**src/rtl/if_id_stage.sv**
```systemverilog
// -----------------------------------------------------------------------------
// if_id_stage
//
// IF/ID pipeline register placed directly after the fetch unit. It captures the
// fetched pc/instr pair and detects load-use hazards against the load in EX.
// It also flushes on a resolved jump and inserts bubbles while fetch is doing
// its startup lookup. A saturating counter records the number of stalled
// cycles.
//
// Ports
//   clk           system clock, rising edge
//   rst           asynchronous active-low reset
//   fetch_pc      pc from fetch unit
//   fetch_instr   instruction from fetch unit
//   fetch_extend  fetch still in lookup; fetch_pc/fetch_instr not valid
//   jump          control transfer resolved downstream; flush IF/ID
//   ex_mem_read   instruction in EX is a load
//   ex_rt         destination register of the load in EX
//   ext_stall     stall request from later stages
//   keep          to fetch: hold pc this cycle
//   ex_bubble     to ID/EX: insert NOP instead of the decoded instruction
//   id_pc         registered pc of the instruction in ID
//   id_instr      registered instruction in ID
//   id_valid      id_instr is a real instruction
//   stall_cnt     saturating count of stalled cycles
// -----------------------------------------------------------------------------
module if_id_stage #(
  parameter int CNTWIDTH = 16
) (
  input  logic                clk,
  input  logic                rst,
  input  logic [31:0]         fetch_pc,
  input  logic [31:0]         fetch_instr,
  input  logic                fetch_extend,
  input  logic                jump,
  input  logic                ex_mem_read,
  input  logic [4:0]          ex_rt,
  input  logic                ext_stall,
  output logic                keep,
  output logic                ex_bubble,
  output logic [31:0]         id_pc,
  output logic [31:0]         id_instr,
  output logic                id_valid,
  output logic [CNTWIDTH-1:0] stall_cnt
);

  // Opcodes whose rt field is a source operand.
  localparam logic [5:0] OP_RTYPE = 6'h00;
  localparam logic [5:0] OP_BEQ   = 6'h04;
  localparam logic [5:0] OP_BNE   = 6'h05;
  localparam logic [5:0] OP_SW    = 6'h2B;

  logic [31:0]         id_pc_q,     id_pc_d;
  logic [31:0]         id_instr_q,  id_instr_d;
  logic                id_valid_q,  id_valid_d;
  logic [CNTWIDTH-1:0] stall_cnt_q, stall_cnt_d;

  logic [5:0] opcode;
  logic [4:0] rs;
  logic [4:0] rt;
  logic       uses_rt;
  logic       hazard;
  logic       stall;

  assign opcode = id_instr_q[31:26];
  assign rs     = id_instr_q[25:21];
  assign rt     = id_instr_q[20:16];

  // rs is treated as always read. Assuming an operand is used when it is not
  // only costs a spurious stall. rt is a source only for R-type, branches
  // and stores. For loads and immediates, rt is a destination.
  assign uses_rt = (opcode == OP_RTYPE) || (opcode == OP_BEQ) ||
                   (opcode == OP_BNE)   || (opcode == OP_SW);

  // $0 never carries a real dependency, so a load into it is ignored.
  assign hazard = id_valid_q && ex_mem_read && (ex_rt != 5'd0) &&
                  ((ex_rt == rs) || (uses_rt && (ex_rt == rt)));

  assign stall = hazard | ext_stall;

  // A jump redirects fetch, so fetch must not hold its pc. While reset is
  // asserted, fetch is not told to hold either, even if a later stage is
  // still requesting a stall.
  assign keep      = stall & ~jump & rst;
  assign ex_bubble = hazard | ~id_valid_q;

  // NOTE: every signal assigned in this block gets a default first, so no
  // path leaves it unassigned and no latch is inferred.
  always_comb begin
    id_pc_d     = id_pc_q;
    id_instr_d  = id_instr_q;
    id_valid_d  = id_valid_q;
    stall_cnt_d = stall_cnt_q;

    if (jump) begin
      // A flush outranks both a stall and an extend. The pc is left as is
      // because it is meaningless once id_valid is low.
      id_valid_d = 1'b0;
      id_instr_d = 32'h0000_0000;
    end else if (stall) begin
      // Hold the current contents.
    end else if (fetch_extend) begin
      id_valid_d = 1'b0;
      id_instr_d = 32'h0000_0000;
    end else begin
      id_pc_d    = fetch_pc;
      id_instr_d = fetch_instr;
      id_valid_d = 1'b1;
    end

    // Only cycles that stall a real instruction are counted. The counter
    // stops at all-ones instead of wrapping.
    if (stall && id_valid_q && !jump && (stall_cnt_q != '1)) begin
      stall_cnt_d = stall_cnt_q + CNTWIDTH'(1);
    end
  end

  // NOTE: sequential state uses non-blocking assignments so that every
  // register samples the pre-edge values of the others.
  always_ff @(posedge clk or negedge rst) begin
    if (!rst) begin
      id_pc_q     <= 32'h0000_0000;
      id_instr_q  <= 32'h0000_0000;
      id_valid_q  <= 1'b0;
      stall_cnt_q <= '0;
    end else begin
      id_pc_q     <= id_pc_d;
      id_instr_q  <= id_instr_d;
      id_valid_q  <= id_valid_d;
      stall_cnt_q <= stall_cnt_d;
    end
  end

  assign id_pc     = id_pc_q;
  assign id_instr  = id_instr_q;
  assign id_valid  = id_valid_q;
  assign stall_cnt = stall_cnt_q;

endmodule

```
**config.mk**
```make
export PLATFORM = sky130hd
export DESIGN_NAME = if_id_stage
export DESIGN_NICKNAME = d
export VERILOG_FILES = /design/src/rtl/if_id_stage.sv
export SDC_FILE = /design/constraint.sdc
export NUM_CORES = 1
export LEC_CHECK = 0
export ABC_AREA = 1
export CORE_MARGIN = 2
export CORE_UTILIZATION = 44
export CTS_CLUSTER_DIAMETER = 60
export CTS_CLUSTER_SIZE = 30
export DETAILED_ROUTE_END_ITERATION = 10
export GPL_ROUTABILITY_DRIVEN = 0
export GPL_TIMING_DRIVEN = 0
export HOLD_SLACK_MARGIN = 0.03
export PLACE_DENSITY = 0.81
export SLEW_MARGIN = 20
export SYNTH_ARGS = -nofsm -noshare
export SYNTH_HDL_FRONTEND = slang
export SYNTH_SLANG_ARGS = --single-unit
export TNS_END_PERCENT = 1
```
**constraint.sdc**
```tcl
create_clock -name clk -period 1.9 [get_ports clk]
set_clock_uncertainty 0.1 [all_clocks]
set_input_delay 0.38 -clock clk [delete_from_list [all_inputs] [get_ports clk]]
set_output_delay 0.38 -clock clk [all_outputs]
set_load 0.01 [all_outputs]
```
After elaboration in Yosys (flattened, before gate mapping) --
Cells that the tools add are included. Widths: inputs -> output; s select.
Word-level totals: latch bits 0, output and inout bits 83, register bits 81, word-level logic and storage cells 41, input bits 75, RAM bits 0, memory bits (read-only) 0, memories 0
Operators by class: equality and inequality tests 7, div/mod/pow operators 0, magnitude comparators 0, shift operators 0, reduce and logical (&&, ||, !) cells 15, multiply operators 0, mux-type cells 6, bitwise gates (word level) 8, add/sub/neg operators 1
Operator list (number):
- $mux 32 | 3
- $add 16x1->16 const B | 1
- $ne 16x16->1 const B | 1
- $eq 6x3->1 const B | 2
- $eq 5x5->1 | 2
- $logic_and 1x1->1 | 7
- $eq 6x6->1 const B | 1
- $logic_not 6->1 | 1
- $reduce_bool 5->1 | 1
- $logic_or 1x1->1 | 4
- $not 1->1 | 4
- $mux 1 | 3
- $reduce_and 3->1 | 1
- $and 1x1->1 | 2
- $ne 2x2->1 const B | 1
- $or 1x1->1 | 2
- $logic_not 1->1 | 1

Depth between registers and ports, before layout --
Gate-level depths: netlist of run 1.
depth after elaboration 11, mapped depth 13, mapped depth without buffers 12

Least setup slack after synthesis of run 1 --
OpenSTA, ideal clock, no wires.
kind register to output, from register id_instr_q[16], in the netlist id_instr[16], to output port keep, data arrival time 1.527 ns, path slack -0.107 ns, data required time 1.420 ns, buffers on the path 2, cell stages (with the launch flop) 13, cell sequence dfrtp_1 inv_1 nand2_1 nand2_1 nor2_1 nand2_1 o21ai_2 nand2_4 nand2_4 nand2_2 buf_6 buf_6 nor2_1
On the way: word-level cells in the longest chain between the ends 7
RTL lines:
- from (decl) | RTL line 54 | logic [31:0] id_instr_q, id_instr_d;
- from (signal assigned) | RTL line 128 | id_instr_q <= id_instr_d;
- $eq 5x5->1 | RTL line 77 | ((ex_rt == rs) || (uses_rt && (ex_rt == rt)));
- $logic_and 1x1->1 | RTL line 77
- $logic_or 1x1->1 | RTL line 77
- $logic_and 1x1->1 | RTL line 76 | assign hazard = id_valid_q && ex_mem_read && (ex_rt != 5'd0) &&
- $or 1x1->1 | RTL line 79 | assign stall = hazard | ext_stall;
- $and 1x1->1 (2 in a row) | RTL line 84 | assign keep = stall & ~jump & rst;
- to (decl) | RTL line 39 | output logic keep,
Every way passes these cells.

Final worst setup path of run 1 --
from register id_instr_q[26], in the netlist id_instr[26], to register id_instr_q[26], in the netlist id_instr[26]
On the way: word-level cells in the longest chain between the ends 9, elaborated cells on any way between the ends 12, those cells by class eq/ne: 4; bitwise: 1; reduce/logical: 7
RTL lines:
- $eq 6x3->1 or $logic_not 6->1 (tied branches) | RTL line 72 | assign uses_rt = (opcode == OP_RTYPE) || (opcode == OP_BEQ) ||
- $logic_or 1x1->1 (2 in a row) | RTL line 72
- $logic_or 1x1->1 (*) | RTL line 73 | (opcode == OP_BNE) || (opcode == OP_SW);
- $logic_and 1x1->1 (*) | RTL line 77
- $logic_or 1x1->1 (*) | RTL line 77
- $logic_and 1x1->1 (*) | RTL line 76
- $or 1x1->1 (*) | RTL line 79
- $ne 2x2->1 (no source line) (*)
Every way passes the cells marked *; elsewhere a longest branch is shown, timed or not. A chain may end at the register's enable or synchronous reset.

==> results of run 1 <==
-- synthesized netlist by cell type, types with 6 or more instances --
library cell	n
sky130_fd_sc_hd__nor2_1	15
sky130_fd_sc_hd__xnor2_1	8
sky130_fd_sc_hd__nand3_1	52
sky130_fd_sc_hd__buf_6	9
sky130_fd_sc_hd__nand3_2	23
sky130_fd_sc_hd__clkbuf_1	6
sky130_fd_sc_hd__buf_2	10
sky130_fd_sc_hd__nand2_1	180
sky130_fd_sc_hd__inv_1	24
sky130_fd_sc_hd__xor2_1	10
sky130_fd_sc_hd__nand4_1	17
sky130_fd_sc_hd__o21ai_2	9
sky130_fd_sc_hd__dfrtp_1	81
-- layer usage --
metal	global-route usage	vias up	wire [um]
met4	0.0717	0	173
li1	-	1878	-
met5	0	-	0
met2	0.415	149	5870
met1	0.323	1878	5130
met3	0.0548	15	824
-- power groups by stage --
| stage | logic, W | clock network, W | registers (W) |
|---|---|---|---|
| final | 0.00111 | 0.00129 | 0.00202 |
| after global routing | 0.00120 | 0.00140 | 0.00204 |
| after CTS | 0.00110 | 0.00131 | 0.00201 |
| after detailed placement | 0.00104 | 0 | 0.00204 |
| after global placement | 0.00102 | 0 | 0.00204 |
| after floorplan | 0.000328 | 0 | 0.00211 |
-- final cells by class --
type,count,share of cell area
repair buffers,188,0.295
multi-input cells,329,0.280
clock inverters,3,0.00636
well taps,108,0.0215
plain buffers,26,0.0332
clock buffers,12,0.0247
inverters,27,0.0161
flip-flops and latches,81,0.323
diodes,1,0.000398
-- state kept, by name, summed over array words and instances, names as in the netlist --
signal / cells
id_instr: 32
id_valid: 1
stall_cnt: 16
id_pc: 32
-- per-stage QoR --
step | power, W | hold WS [ns] | area [um^2] | setup TNS, ns
after global routing | 0.00464 | 0.403 | 6290 | -21.65
after floorplan | 0.00244 | -0.0156 | 4030 | -0.0370
after detailed placement | 0.00309 | 0.281 | 5760 | -41.12
final | 0.00442 | 0.375 | 6290 | -12.05
after global placement | 0.00305 | 0.354 | 5730 | -250.42
after CTS | 0.00442 | 0.377 | 6210 | -6.17
-- kinds of logic after synthesis --
group | share of synthesized area
AOI/OAI and AO/OA | 0.0249
xor gates and xnor gates | 0.0392
adders and majority gates | 0.00311
buffers and inverters | 0.0694
DFF | 0.504
and+or+nand+nor | 0.359
-- worst paths after layout --
check / to / slack, ns
max: id_instr[26] / -0.50
min: id_pc[23] / 0.37
max reg2reg: id_instr[26] / -0.50
min reg2reg: id_pc[23] / 0.37
max in group asynchronous: id_instr[8] / 0.94
min in group asynchronous: id_pc[21] / 0.52
-- cell usage in the layout (no fill, tap or decap), types with 2 or more instances in the layout --
| master | synthesis | final |
|---|---|---|
| sky130_fd_sc_hd__nand3_2 | 23 | 24 |
| sky130_fd_sc_hd__nor2_1 | 15 | 11 |
| sky130_fd_sc_hd__nand2_2 | 2 | 5 |
| sky130_fd_sc_hd__o21ai_2 | 9 | 9 |
| sky130_fd_sc_hd__clkbuf_8 | 0 | 11 |
| sky130_fd_sc_hd__nor3_1 | 3 | 3 |
| sky130_fd_sc_hd__inv_2 | 3 | 8 |
| sky130_fd_sc_hd__nand2_1 | 180 | 176 |
| sky130_fd_sc_hd__nand4_1 | 17 | 17 |
| sky130_fd_sc_hd__clkbuf_1 | 6 | 6 |
| sky130_fd_sc_hd__nand4_4 | 2 | 2 |
| sky130_fd_sc_hd__buf_8 | 0 | 3 |
| sky130_fd_sc_hd__nand3_1 | 52 | 51 |
| sky130_fd_sc_hd__buf_4 | 0 | 28 |
| sky130_fd_sc_hd__nor2_2 | 2 | 5 |
| sky130_fd_sc_hd__xor2_1 | 10 | 10 |
| sky130_fd_sc_hd__dfrtp_2 | 0 | 4 |
| sky130_fd_sc_hd__nand2_4 | 2 | 3 |
| sky130_fd_sc_hd__dlygate4sd2_1 | 0 | 6 |
| sky130_fd_sc_hd__xnor2_1 | 8 | 8 |
| sky130_fd_sc_hd__clkinv_2 | 0 | 2 |
| sky130_fd_sc_hd__inv_1 | 24 | 19 |
| sky130_fd_sc_hd__buf_2 | 10 | 5 |
| sky130_fd_sc_hd__clkdlybuf4s50_1 | 0 | 146 |
| sky130_fd_sc_hd__dfrtp_1 | 81 | 77 |
| sky130_fd_sc_hd__buf_6 | 9 | 17 |
-- what timing repair did --
action,CTS,global route
pin swaps,6,6
setup buffers,22,6
gates resized for setup,40,19
hold buffers,2,0
setup endpoints to repair,83,90
endpoints found under the hold margin,35,0
-- worst min-delay path: stages, from the launching register on --
cell and delay, ns:
sky130_fd_sc_hd__dfrtp_1 0.34, sky130_fd_sc_hd__nand2_1 0.05, sky130_fd_sc_hd__nand2_1 0.05
==> metrics.yaml, run 1 <==
layout:
  final_cell_count_no_fill: 775
  area_growth_syn_to_layout_pct: 56.6
  multi_input_combinational_cell_area_mm2: 0.00176
  ratio_of_cells_with_drive_above_1_in_the_final_layout: 0.201
  layout.filler_cells: 676
  design.final.nets: 738
  area.sequential_mm2: 0.00203
  final_util: 0.715
power:
  p_sw_w: 0.00124
  p_comb_frac: 0.252
  switching_part_of_the_total: 0.280
  ratio_of_total_power_to_cell_area_mw_per_mm2: 702
  p_int_w: 0.00318
  clock_power_share: 0.291
  power.leakage_nw: 3.06
  power.share.sequential: 0.457
  ir_worst_vdd_uv: 499
worst_hold_path:
  min-delay-start: "id_pc[23]"
  worstHoldPathCells: 2
  timing.hold.worst.class: "reg2reg"
worst_setup_path:
  category_of_the_worst_setup_path_capture_point: "register"
  timing.critical_path.max_delay_family: "buffers and inverters"
  worstPathBufferInverterCount: 16
  worst-r2r-cell-count: 17
  cp.required_ns: 2.09
  standard_cell_with_the_maximum_stage_delay_on_the_critical_path: "sky130_fd_sc_hd__dfrtp_1"
  worst_path_most_repeated_cell: "sky130_fd_sc_hd__buf_6"
  regToRegStartpoint: "id_instr[26]"
  critPathArrivalTime_ns: 2.59
  critical_path.startpoint_type: "register"
  maximum_fanout_along_the_worst_path: 3
  cp-startpoint: "id_instr[26]"
  worst_path_largest_cell_delay_ns: 0.40
  critPathKind: "reg2reg"
  timing.critical_path.cells: "inv_2 > buf_4 > buf_4 > buf_4 > buf_4 > buf_4 > buf_4 > buf_6 > buf_6 > buf_6 > buf_6 > buf_6 > buf_6 > buf_6 > buf_6 > buf_6 > o21ai_2"
  critical_path_depth: 17
place:
  detailedPlacementHpwl_mm: 8.44
  portBuffers: 157
  post_place_cells: 729
  pre_cts_ws_ns: -1.19
detailed_routing:
  routed-via-count: 3920
  detailedRoute.firstPassIterationCount: 4
  dr.first_iter.drc_count: 145
  totalWireLength_mm: 12.0
  antenna_violating_nets_post_route: 0
  post_drt_via_cell_ratio: 5.06
  route.detailed.drc: 0
  routed_wire_length_per_instance_um: 15.5
job:
  cap_viol_max_count: 0
synthesis:
  syn_avg_cell_area_um2: 8.68
  synth.net_count: 539
  postSynthCellCount: 463
  edff_count_synth: 0
  yosysUniqueCellTypes: 24
  post_synthesis_register_bit_count: 81
  ys.warnings.count: 0
  yosys.area.top_type_share: 0.504
  synth_top_area_cell: "sky130_fd_sc_hd__dfrtp_1"
  synth-async-reset-ratio: 1.00
  post_synth_instance_area_mm2: 0.00402
  synth_flop_cell: "sky130_fd_sc_hd__dfrtp_1"
  yosysSeqAreaShare: 0.504
  largest_cells_by_area_after_synthesis: "sky130_fd_sc_hd__dfrtp_1 (50%), sky130_fd_sc_hd__nand2_1 (17%), sky130_fd_sc_hd__nand3_1 (6.5%)"
status:
  run_status: "finished, violations left"
  failed_checks: "negative setup slack"
global_route:
  grt-ovfl-total: 0
  globalRouteTotalUtil: 0.247
  grt_pass1_wl_mm: 19.6
  grt_pass1_vias: 3955
  antenna_found_initial: 0
  grt_max_degree: 47
timing:
  post-route-min-period_ns: 2.40
  timing.final.max_slew_violations: 0
  worst_slack_ns: -0.499
  slew_headroom: 0.672
  finalSetupViolations: 83
  max_clock_freq_mhz: 417
  worst_slew_pin_slew_ns: 0.492
  rsz_0062_raised_after_global_routing: "true"
  period_share: 1.26
  hold_viol: 0
floorplanning:
  floorplan.initialDensity: 0.457
  rows: 34
  floorplan.core_area_mm2: 0.00881
  fp.dieH_um: 99.6
  chipWidth_um: 99.6
  io_pins: 158
  die-area_mm2: 0.00992
cts:
  clk_transition_reported_paths_ns: 0.08
  cts_tree: "yes"
  cts.sinks: 81
  cts_made_buffers: 9
  clock_insertion_delay_worst_skew_ns: 0.36
  cts.root.buffer_cell: "sky130_fd_sc_hd__clkbuf_8"
  cts.htree.levels: 3
  clk_path_buf_depth: 2
Power figures use the tool's default switching activity.
==> inputs of run 2 (changes only) <==
CTS_CLUSTER_SIZE = default   (was 30)
GPL_TIMING_DRIVEN = default   (was 0)
==> metrics.yaml, run 2 (synthesis results as in run 1) <==
timing:
  period_share: 1.16
  slew_headroom: 0.517
  hold_viol: 0
  timing.final.max_slew_violations: 0
  max_clock_freq_mhz: 454
  worst_slew_pin_slew_ns: 0.724
  post-route-min-period_ns: 2.20
  rsz_0062_raised_after_global_routing: "true"
  worst_slack_ns: -0.305
  finalSetupViolations: 40
place:
  pre_cts_ws_ns: -0.900
  detailedPlacementHpwl_mm: 8.34
  post_place_cells: 752
  portBuffers: 157
global_route:
  antenna_found_initial: 0
  grt_max_degree: 82
  grt-ovfl-total: 0
  grt_pass1_wl_mm: 18.6
  grt_pass1_vias: 3747
  globalRouteTotalUtil: 0.235
cts:
  cts.sinks: 81
  clk_path_buf_depth: 2
  clk_transition_reported_paths_ns: 0.09
  clock_insertion_delay_worst_skew_ns: 0.35
  cts_tree: "yes"
  cts.root.buffer_cell: "sky130_fd_sc_hd__clkbuf_8"
  cts.htree.levels: 3
  cts_made_buffers: 9
  post_cts_hold_buffer_count: 0
layout:
  mostFrequentLayoutCells: "sky130_fd_sc_hd__nand2_1 (180), sky130_fd_sc_hd__clkdlybuf4s50_1 (134), sky130_fd_sc_hd__dfrtp_1 (74)"
  n_antenna_cell: 0
  design.final.nets: 732
  layout.cells.most_common: "sky130_fd_sc_hd__nand2_1"
  area_growth_syn_to_layout_pct: 55.6
  ratio_of_cells_with_drive_above_1_in_the_final_layout: 0.204
  final_cell_count_no_fill: 769
worst_setup_path:
  worst-r2r-cell-count: 14
  cp-startpoint: "id_instr[16]"
  cp.required_ns: 1.42
  critPathArrivalTime_ns: 1.72
  standard_cell_with_the_maximum_stage_delay_on_the_critical_path: "sky130_fd_sc_hd__dfrtp_1"
  worst_path_largest_cell_delay_ns: 0.40
  reg2reg_slack_ns: -0.17
  critical_path.startpoint_type: "register"
  cp-endpoint: "keep"
  critPathKind: "reg2out"
  capture_instance_of_the_worst_register_to_register_path: "id_pc[6]"
  maximum_fanout_along_the_worst_path: 3
  timing.critical_path.cells: "inv_1 > nand2_1 > nand2_1 > nor2_2 > nand2_1 > o21ai_2 > nand2_4 > nand2_4 > nand2_4 > nor2_4 > buf_6"
  regToRegStartpoint: "id_instr[23]"
  category_of_the_worst_setup_path_capture_point: "output pin"
floorplanning:
  fp.dieH_um: 99.6
  chipWidth_um: 99.6
  io_pins: 158
  floorplan.core_area_mm2: 0.00881
  rows: 34
  die-area_mm2: 0.00992
  floorplan.initialDensity: 0.457
detailed_routing:
  post_drt_via_cell_ratio: 5.07
  antenna_violating_nets_post_route: 0
  totalWireLength_mm: 11.5
  routed_wire_length_per_instance_um: 15.0
  dr.first_iter.drc_count: 108
  routed-via-count: 3898
  route.detailed.drc: 0
  detailedRoute.firstPassIterationCount: 5
job:
  cap_viol_max_count: 0
status:
  failed_checks: "negative setup slack"
  run_status: "finished, violations left"
power:
  ir_worst_vdd_uv: 436
  ratio_of_total_power_to_cell_area_mw_per_mm2: 728
  power.leakage_nw: 3.15
worst_hold_path:
  timing.hold.worst.class: "in2async"
-- run 2: cell count changes in the layout (fill, tap and decap cells not counted), moves of 4 or more --
cell,before,now
sky130_fd_sc_hd__nand2_2,5,1
sky130_fd_sc_hd__clkdlybuf4s50_1,146,134
sky130_fd_sc_hd__nand2_1,176,180
sky130_fd_sc_hd__buf_6,17,5
sky130_fd_sc_hd__dlymetal6s2s_1,0,5
sky130_fd_sc_hd__dlygate4sd2_1,6,10
sky130_fd_sc_hd__buf_4,28,48
sky130_fd_sc_hd__clkbuf_1,6,0
sky130_fd_sc_hd__buf_2,5,1
-- run 2: what timing repair did --
action / CTS / global route
setup endpoints to repair: 91 / 96
setup buffers: 1 / 0
gates resized for setup: 28 / 19
pin swaps: 5 / 9
-- run 2: through the flow --
stage	setup TNS (ns)	hold slack [ns]	total power [W]	utilization	area, um^2
floorplan	-0.0370	-0.0156	0.00244	-	4030
global placement	-47.34	0.352	0.00312	0.680	5990
finish	-5.59	0.0822	0.00455	0.710	6250
detailed placement	-51.87	0.357	0.00316	0.680	5990
global route	-14.38	0.143	0.00478	0.710	6250
CTS	-11.04	0.239	0.00459	0.707	6230
-- run 2: worst min path at each step --
stage / end
2_1_floorplan: id_instr[0]
6_report: stall_cnt[12]
5_1_grt: stall_cnt[12]
3_3_place_gp: id_pc[5]
4_1_cts: id_instr[27]
3_5_place_dp: id_pc[5]
-- run 2: cell type report --
| cell class | count | area (um^2) |
|---|---|---|
| tap | 108 | 135 |
| fill | 699 | 2550 |
| clock inverter | 6 | 91.3 |
| multi-input combinational | 329 | 1740 |
| timing repair buffer | 208 | 2010 |
| clock buffer | 10 | 138 |
| sequential | 81 | 2040 |
| inverter | 27 | 101 |
-- run 2: critical path, delay by kind of cell, from the launching register on --
kind / cells / cell delay [ns]
compound gates: 1 / 0.17
buf+inv: 2 / 0.19
flops: 1 / 0.40
simple gates: 8 / 0.62
-- run 2: layer usage --
metal,track usage,share of wire
met1,0.320,0.45
met2,0.387,0.49
met3,0.0429,0.059
met4,0.0706,0.0099
met5,0,0
-- run 2: report_power, final --
part	leakage [nW]	internal (W)	switching (W)
Combinational	1.99	0.000615	0.000498
Sequential	1.05	0.00189	0.000115
Clock	0.116	0.000781	0.000650
Total	3.15	0.00329	0.00126
==> inputs of run 3 (changes only) <==
PLACE_DENSITY = default   (was 0.81)
PLACE_DENSITY_LB_ADDON = 0.15   (was default)
SLEW_MARGIN = 40   (was 20)
==> metrics.yaml, run 3 (synthesis results as in run 1) <==
place:
  portBuffers: 157
  detailedPlacementHpwl_mm: 8.27
  pre_cts_ws_ns: -0.841
  placedInstanceArea_mm2: 0.00605
worst_setup_path:
  critPathKind: "reg2out"
  timing.critical_path.max_delay_family: "simple AND/OR/NAND/NOR gates"
  standard_cell_with_the_maximum_stage_delay_on_the_critical_path: "sky130_fd_sc_hd__dfrtp_1"
  critPathArrivalTime_ns: 1.68
  maximum_fanout_along_the_worst_path: 3
  cp.required_ns: 1.42
  worstPathBufferInverterCount: 3
  category_of_the_worst_setup_path_capture_point: "output pin"
  critical_path.startpoint_type: "register"
  timing.critical_path.cells: "inv_1 > nand2_1 > nand2_1 > nor2_1 > nand2_1 > o21ai_2 > nand2_4 > buf_4 > nand2_2 > buf_6"
  worst_path_most_repeated_cell: "sky130_fd_sc_hd__nand2_1"
  worst_path_largest_cell_delay_ns: 0.40
layout:
  design.final.nets: 743
  n_antenna_cell: 0
  area.sequential_mm2: 0.00204
  layout.filler_cells: 695
  layout.cells.most_common: "sky130_fd_sc_hd__nand2_1"
  ratio_of_cells_with_drive_above_1_in_the_final_layout: 0.205
  area_growth_syn_to_layout_pct: 58.0
  mostFrequentLayoutCells: "sky130_fd_sc_hd__nand2_1 (179), sky130_fd_sc_hd__clkdlybuf4s50_1 (134), sky130_fd_sc_hd__dfrtp_1 (74)"
  multi_input_combinational_cell_area_mm2: 0.00174
  post-route-cell-area_mm2: 0.00635
cts:
  cts_made_buffers: 9
  cts_tree: "yes"
  cts.sinks: 81
  cts.htree.levels: 3
  clock_insertion_delay_worst_skew_ns: 0.34
  clk_path_buf_depth: 2
  cts.root.buffer_cell: "sky130_fd_sc_hd__clkbuf_8"
  clk_transition_reported_paths_ns: 0.09
detailed_routing:
  dr.first_iter.drc_count: 81
  routed_wire_length_per_instance_um: 14.5
  post_drt_via_cell_ratio: 4.93
  detailedRoute.firstPassIterationCount: 5
  route.detailed.drc: 0
  routed-via-count: 3848
  totalWireLength_mm: 11.3
  antenna_violating_nets_post_route: 0
global_route:
  grt-ovfl-total: 0
  grt_pass1_wl_mm: 18.6
  grt_pass1_vias: 3797
  globalRouteTotalUtil: 0.234
  grt_max_degree: 45
  antenna_found_initial: 0
worst_hold_path:
  timing.hold.worst.class: "in2async"
timing:
  worst_slew_pin_slew_ns: 0.570
  period_share: 1.14
  hold_viol: 0
  worst_slack_ns: -0.262
  max_clock_freq_mhz: 463
  finalSetupViolations: 51
  timing.final.max_slew_violations: 0
  slew_headroom: 0.620
  rsz_0062_raised_after_global_routing: "true"
  setup-tns-final_ns: -4.65
  post-route-min-period_ns: 2.16
power:
  power.leakage_nw: 3.25
  ratio_of_total_power_to_cell_area_mw_per_mm2: 718
  ir_worst_vdd_uv: 543
floorplanning:
  die-area_mm2: 0.00992
  floorplan.initialDensity: 0.457
  fp.dieH_um: 99.6
  io_pins: 158
  floorplan.core_area_mm2: 0.00881
  chipWidth_um: 99.6
  rows: 34
status:
  run_status: "finished, violations left"
  failed_checks: "negative setup slack"
job:
  cap_viol_max_count: 0
## run 3: layer usage
| layer | up-vias | track usage | wire [um] |
|---|---|---|---|
| li1 | 1889 | - | - |
| met1 | 1821 | 0.319 | 5020 |
| met2 | 123 | 0.376 | 5420 |
| met3 | 15 | 0.0506 | 697 |
| met4 | 0 | 0.0727 | 167 |
| met5 | - | 0 | 0 |
## run 3: area by class of cell
| cell class | instances | area share |
|---|---|---|
| clock buffer | 9 | 0.0195 |
| clock inverter | 7 | 0.0160 |
| inverter | 27 | 0.0160 |
| multi-input combinational | 329 | 0.273 |
| sequential | 81 | 0.321 |
| tap | 108 | 0.0213 |
| timing repair buffer | 219 | 0.333 |
## run 3: report_power, final
group / internal [W] / switching, W / leakage (nW)
sequential: 0.00189 / 0.000113 / 1.05
combinational: 0.000628 / 0.000497 / 2.09
clock: 0.000754 / 0.000674 / 0.112
## run 3: path summary, 6_finish.rpt
| kind | slack, ns | to | cells after the start | from |
|---|---|---|---|---|
| max | -0.26 | ex_bubble | 10 | id_instr[19] |
| min | 0.02 | id_pc[30] | 2 | rst |
| max reg2reg | -0.14 | id_instr[20] | 11 | id_instr[24] |
| min reg2reg | 0.38 | id_pc[1] | 2 | id_pc[1] |
| max in group asynchronous | 0.66 | stall_cnt[12] | 3 | rst |
| min in group clk | 0.38 | id_pc[1] | 2 | id_pc[1] |
## run 3: per-stage QoR
stage / hold WS, ns / power, W / instances / util
after floorplan: -0.0156 / 0.00244 / 463 / -
after global placement: 0.353 / 0.00313 / 760 / 0.687
after detailed placement: 0.357 / 0.00317 / 760 / 0.687
after CTS: 0.0300 / 0.00460 / 777 / 0.716
after global routing: 0.0353 / 0.00479 / 780 / 0.721
final: 0.0246 / 0.00456 / 780 / 0.721
## run 3: timing repair
| item | CTS | global route |
|---|---|---|
| buffers inserted | 1 | 3 |
| pin swaps | 3 | 4 |
| hold buffers | 0 | 0 |
| gates resized for setup | 28 | 17 |
| endpoints found under the setup margin | 75 | 99 |
